$ cat src/rtl/pipeline_hazard_ctrl.sv
// Hazard and sequencing control for the 5-stage RV32I pipeline:
// forwarding, load-use stalls, branch flushes, dmem freeze, init drain, timeout.
module pipeline_hazard_ctrl #(
    parameter int INIT_CYCLES = 4,
    parameter int MEM_TIMEOUT = 255,
    parameter int CNT_W       = 32
) (
    input  logic             clk,
    input  logic             rst_n,
    input  logic [4:0]       rs1_d,
    input  logic [4:0]       rs2_d,
    input  logic [4:0]       rs1_e,
    input  logic [4:0]       rs2_e,
    input  logic [4:0]       rd_e,
    input  logic [4:0]       rd_m,
    input  logic [4:0]       rd_w,
    input  logic             reg_write_m,
    input  logic             reg_write_w,
    input  logic [2:0]       result_src_e,
    input  logic             pc_src_e,
    input  logic             dmem_req_m,
    input  logic             dmem_ready,
    output logic [1:0]       forward_a_e,
    output logic [1:0]       forward_b_e,
    output logic             stall_f,
    output logic             stall_d,
    output logic             stall_e,
    output logic             stall_m,
    output logic             flush_d,
    output logic             flush_e,
    output logic             flush_w,
    output logic             bus_error,
    output logic [CNT_W-1:0] stall_count
);

    localparam int WW_RAW = $clog2(MEM_TIMEOUT + 1);
    localparam int WW     = (WW_RAW > 8) ? WW_RAW : 8;
    localparam int IW_RAW = $clog2(INIT_CYCLES + 1);
    localparam int IW     = (IW_RAW > 1) ? IW_RAW : 1;

    localparam logic [IW-1:0] ICNT_LAST = IW'(INIT_CYCLES - 1);
    localparam logic [WW-1:0] WCNT_LAST = WW'(MEM_TIMEOUT - 1);

    typedef enum logic [1:0] {
        S_INIT  = 2'd0,
        S_RUN   = 2'd1,
        S_ERROR = 2'd2
    } state_t;

    state_t          state;
    logic [IW-1:0]   icnt;
    logic [WW-1:0]   wcnt;

    logic mem_wait;
    logic lw_stall;
    logic in_init;
    logic in_err;

    function automatic logic [1:0] fwd_sel(
        input logic [4:0] rs,
        input logic       wr_m,
        input logic [4:0] dst_m,
        input logic       wr_w,
        input logic [4:0] dst_w
    );
        logic [1:0] sel;
        sel = 2'b00;
        if (wr_m && dst_m != 5'd0 && dst_m == rs)
            sel = 2'b10;
        else if (wr_w && dst_w != 5'd0 && dst_w == rs)
            sel = 2'b01;
        return sel;
    endfunction

    assign mem_wait = dmem_req_m && !dmem_ready;
    assign lw_stall = (result_src_e == 3'b001) && (rd_e != 5'd0) &&
                      ((rd_e == rs1_d) || (rd_e == rs2_d));

    // Held in reset, the pipeline sees the same drain pattern as INIT.
    assign in_init = !rst_n || (state == S_INIT);
    assign in_err  = rst_n && (state == S_ERROR);

    always_comb begin
        forward_a_e = 2'b00;
        forward_b_e = 2'b00;
        stall_f     = 1'b0;
        stall_d     = 1'b0;
        stall_e     = 1'b0;
        stall_m     = 1'b0;
        flush_d     = 1'b0;
        flush_e     = 1'b0;
        flush_w     = 1'b0;
        unique case (1'b1)
            in_init: begin
                stall_f = 1'b1;
                flush_d = 1'b1;
                flush_e = 1'b1;
                flush_w = 1'b1;
            end
            in_err: begin
                stall_f = 1'b1;
                stall_d = 1'b1;
                stall_e = 1'b1;
                stall_m = 1'b1;
                flush_d = 1'b1;
                flush_e = 1'b1;
                flush_w = 1'b1;
            end
            default: begin
                forward_a_e = fwd_sel(rs1_e, reg_write_m, rd_m,
                                      reg_write_w, rd_w);
                forward_b_e = fwd_sel(rs2_e, reg_write_m, rd_m,
                                      reg_write_w, rd_w);
                if (mem_wait) begin
                    // E is frozen, so branch/load-use resolve after release.
                    stall_f = 1'b1;
                    stall_d = 1'b1;
                    stall_e = 1'b1;
                    stall_m = 1'b1;
                    flush_w = 1'b1;
                end else begin
                    stall_f = lw_stall;
                    stall_d = lw_stall;
                    flush_e = lw_stall || pc_src_e;
                    flush_d = pc_src_e;
                end
            end
        endcase
    end

    always_ff @(posedge clk) begin
        if (!rst_n) begin
            state       <= S_INIT;
            icnt        <= '0;
            wcnt        <= '0;
            bus_error   <= 1'b0;
            stall_count <= '0;
        end else begin
            if (stall_f && stall_count != '1)
                stall_count <= stall_count + 1'b1;
            case (state)
                S_INIT: begin
                    icnt <= icnt + 1'b1;
                    if (icnt == ICNT_LAST)
                        state <= S_RUN;
                end
                S_RUN: begin
                    if (mem_wait) begin
                        wcnt <= wcnt + 1'b1;
                        if (wcnt == WCNT_LAST) begin
                            state     <= S_ERROR;
                            bus_error <= 1'b1;
                        end
                    end else begin
                        wcnt <= '0;
                    end
                end
                S_ERROR: begin
                    bus_error <= 1'b1;
                end
                default: begin
                    state     <= S_ERROR;
                    bus_error <= 1'b1;
                end
            endcase
        end
    end

endmodule

$ cat config.mk
export PLATFORM = sky130hd
export DESIGN_NAME = pipeline_hazard_ctrl
export DESIGN_NICKNAME = d
export VERILOG_FILES = /design/src/rtl/pipeline_hazard_ctrl.sv
export SDC_FILE = /design/constraint.sdc
export NUM_CORES = 1
export LEC_CHECK = 0
export CORE_MARGIN = 4
export CORE_UTILIZATION = 55
export DETAILED_ROUTE_END_ITERATION = 7
export DONT_BUFFER_PORTS = 1
export PLACE_DENSITY = 0.73
export SLEW_MARGIN = 20
export SYNTH_ARGS = -nofsm -noshare
export SYNTH_HDL_FRONTEND = slang
export SYNTH_SLANG_ARGS = --single-unit
$ cat constraint.sdc
create_clock -name clk -period 1.95 [get_ports clk]
set_input_delay 0.39 -clock clk [delete_from_list [all_inputs] [get_ports clk]]
set_output_delay 0.39 -clock clk [all_outputs]
set_load 0.03 [all_outputs]
==> flow_summary.yaml <==
worst_setup_path:
  cp_num_buf_inv: 0
  crit_fanout: 6
  timing.rr.start: "stall_count[12]"
  critPathLaunchType: "flop"
  cpMaxStageDelayCell: "or4_4"
  required_ns: 2.18
  crit_path_end_kind: "flop"
  ff2ff_path_depth: 6
  worstSetupPathType: "flop to flop"
  rrSetupSlack_ns: -0.10
  slowest_delay_ns: 0.56
  crit_family: "simple AND/OR/NAND/NOR gates"
  path_cells: "nand4_1, or4_4, nor3_4, nand3_1, or4_1, a21oi_1"
  rr_endpoint: "stall_count[23]"
  cp.arrival_ns: 2.28
timing:
  slew_viol_final: 0
  setup_viol: 11
  rsz0062_at_grt: "true"
  fin_skew_ns: 0.006979
  tightest_slew_ns: 0.3931
  setup_ws_ns: -0.1005
  max_freq_mhz: 487.7
  holdWs_ns: 0.2228
  max-slew-margin-rel: 0.7357
  finalHoldViolCount: 0
  finalCritPeriodShare: 1.052
  period_needed_ns: 2.050
pwr:
  p_int_uw: 1588
  seqPwrFrac: 0.466
  p_sw_frac: 0.2399
  ir_worst_vdd_mv: 0.3399
  p_comb_frac: 0.136
  power.static_leakage_uw: 0.001347
  p_sw_uw: 501.3
  power_frac_clock: 0.399
  p_per_area_nw_per_um2: 562.4
final_layout:
  layout_commonest_cell: "buf_4"
  ff_latch_area_um2: 992.2
  num-nets-final: 454
  final_cell_mix: "buf_4, nand2_1, a21oi_1"
  fill_cells: 372
  multi_input_area_um2: 1882
  n_antenna_cell: 0
  fin_area_um2: 3716
  area_growth_pct: 33.24
  drive_gt1_frac: 0.3333
clocking:
  cts_inserted_buffers: 5
  cts-root-buf: "clkbuf_8"
  cts.hold.buffers_added: 0
  clock-sinks: 46
  clock_path_buffers: 2
  worstSkewPairLatency_ns: 0.30
  htree_levels: 2
  cts.clk_slew.worst_paths_ns: 0.09
  cts_tree: "yes"
yosys:
  synth_top_area_share: 0.3302
  synthTopCellsByArea: "dfxtp_1, xnor2_1, or4_1"
  syn_area_per_cell_um2: 8.107
  yosysWarnings: 0
  synth_seq_area_share: 0.3302
  ys_ff_latch: 46
  syn_nets: 394
  synth_area_um2: 2789
  synthCells: 344
  yosysTopAreaCell: "dfxtp_1"
  yosysUniqueCellTypes: 41
placed_design:
  place.port_buffers: 0
  place_congestion: 0.8222
  dpl.hpwl_mm: 5.593
  dpl-instance-area_um2: 3433
global_routing:
  grt_max_degree: 29
  first_global_vias: 2755
  grt_use_total: 0.2366
  grt-ovfl-total: 0
  grt_antenna_before_repair: 0
  grt_first_pass_wirelength_mm: 12.09
route:
  vias: 2826
  ant_nets: 0
  via_per_inst: 5.987
  drt_first_pass_iters: 4
  drt_wl_total_mm: 7.505
  first_iter_violations: 195
  post_drt_wl_per_cell_um: 15.90
  drcViolationCount: 0
status:
  violations: "negative setup slack"
  status: "finished, violations left"
hold_path:
  worstHoldStart: "rst_n"
  holdPathStages: 2
  min_to: "stall_count[15]"
  min_path_type: "input pin to flop"
run:
  drv_cap: 0
die:
  fp-row-count: 25
  dieArea_um2: 6274
  die_w_um: 79.21
  initial_core_util: 0.5790
  ios: 89
  die_h_um: 79.21
  core_region_area_um2: 4817
==> final cells by class <==
| class | count | share of cell area |
|---|---|---|
| multi-input cells | 270 | 0.5064 |
| flip-flops and latches | 46 | 0.2670 |
| repair buffers | 72 | 0.1572 |
| well taps | 67 | 0.02256 |
| clock buffers | 5 | 0.01852 |
| clock inverters | 3 | 0.01717 |
| inverters | 9 | 0.01111 |
==> worst register-to-register path, delay by kind of cell, from the launching register on <==
| kind | cells | cell delay, ns |
|---|---|---|
| DFF | 1 | 0.35 |
| and+or+nand+nor | 5 | 1.49 |
| AOI/OAI and AO/OA | 1 | 0.15 |
==> timing repair <==
| item | in CTS | in global routing |
|---|---|---|
| setup endpoints to repair | 22 | 28 |
| setup buffers | 7 | 1 |
| resized for setup | 11 | 12 |
| pin swaps | 12 | 11 |
==> worst max-delay path by stage <==
stage                    startpoint  cells after the start         endpoint  slack, ns
floorplan                     rst_n                      3   forward_a_e[1]      -0.22
detailed placement  stall_count[17]                      8  stall_count[17]      -0.13
global placement            rd_w[2]                      5   forward_b_e[0]      -0.09
CTS                 stall_count[12]                      6  stall_count[29]      -0.09
global route        stall_count[12]                      6  stall_count[23]      -0.23
finish              stall_count[12]                      6  stall_count[23]      -0.10
==> registers in the layout (all words and copies together) (netlist names) <==
signal,count
wcnt,8
bus_error,1
icnt,3
state,2
stall_count,32
==> layer usage <==
metal | vias up | part of all wire | track usage
met2 | 125 | 0.49 | 0.4310
met1 | 1279 | 0.39 | 0.2671
met3 | 23 | 0.089 | 0.06916
met5 | - | 0 | 0
met4 | 0 | 0.025 | 0.06357
li1 | 1399 | - | -
==> metrics by stage <==
step / std cells / setup slack, ns / utilization / TNS (ns) / total power, uW
2_1_floorplan: 344 / -0.2244 / - / -0.8089 / 1202
3_3_place_gp: 456 / -0.08619 / 0.7127 / -0.7213 / 1256
3_5_place_dp: 456 / -0.1344 / 0.7127 / -1.607 / 1264
4_1_cts: 471 / -0.09237 / 0.7590 / -0.4800 / 2097
5_1_grt: 472 / -0.2279 / 0.7714 / -1.847 / 2179
6_report: 472 / -0.1005 / 0.7714 / -0.5561 / 2090
==> kinds of logic (layout without fill, tap and decap cells) <==
family	Yosys count	count (layout)	synth area share
DFF	46	46	0.3302
xor gates and xnor gates	36	36	0.1131
AOI/OAI and AO/OA	69	69	0.1512
adders and majority gates	5	5	0.02243
muxes	7	7	0.02512
buffers and inverters	28	89	0.04083
and+or+nand+nor	153	153	0.3172
==> power groups by stage <==
stage          logic (uW)  clock network (uW)  registers (uW)
2_1_floorplan         197                   0            1010
3_3_place_gp          263                   0             993
3_5_place_dp          270                   0             994
5_1_grt               312                 890             977
6_report              283                 833             973
4_1_cts               280                 845             973
==> Yosys cell counts <==
cell type / instances
nor3b_2: 1
nand2b_1: 6
o31ai_1: 18
inv_2: 1
o21ai_0: 12
nor4_1: 6
o22ai_1: 2
or4_1: 21
dfxtp_1: 46
clkbuf_1: 14
nor3_1: 5
nor3_4: 1
nor2_1: 18
inv_1: 8
ha_1: 5
and3_1: 6
nand3_1: 22
nand2_1: 32
and2_1: 3
a211oi_1: 2
o2111ai_1: 1
nand4_2: 1
buf_2: 4
a21oi_1: 28
mux2i_1: 7
nor2b_1: 2
nor4b_1: 3
a21o_1: 1
nand4_1: 10
nand3b_1: 2
or4_4: 1
o41ai_1: 2
buf_4: 1
nor4_4: 1
and2_0: 1
and4_1: 3
o311ai_0: 2
xor2_1: 12
xnor2_1: 24
or3_1: 8
o21bai_1: 1
No activity file was read; power rests on OpenSTA's default activity.
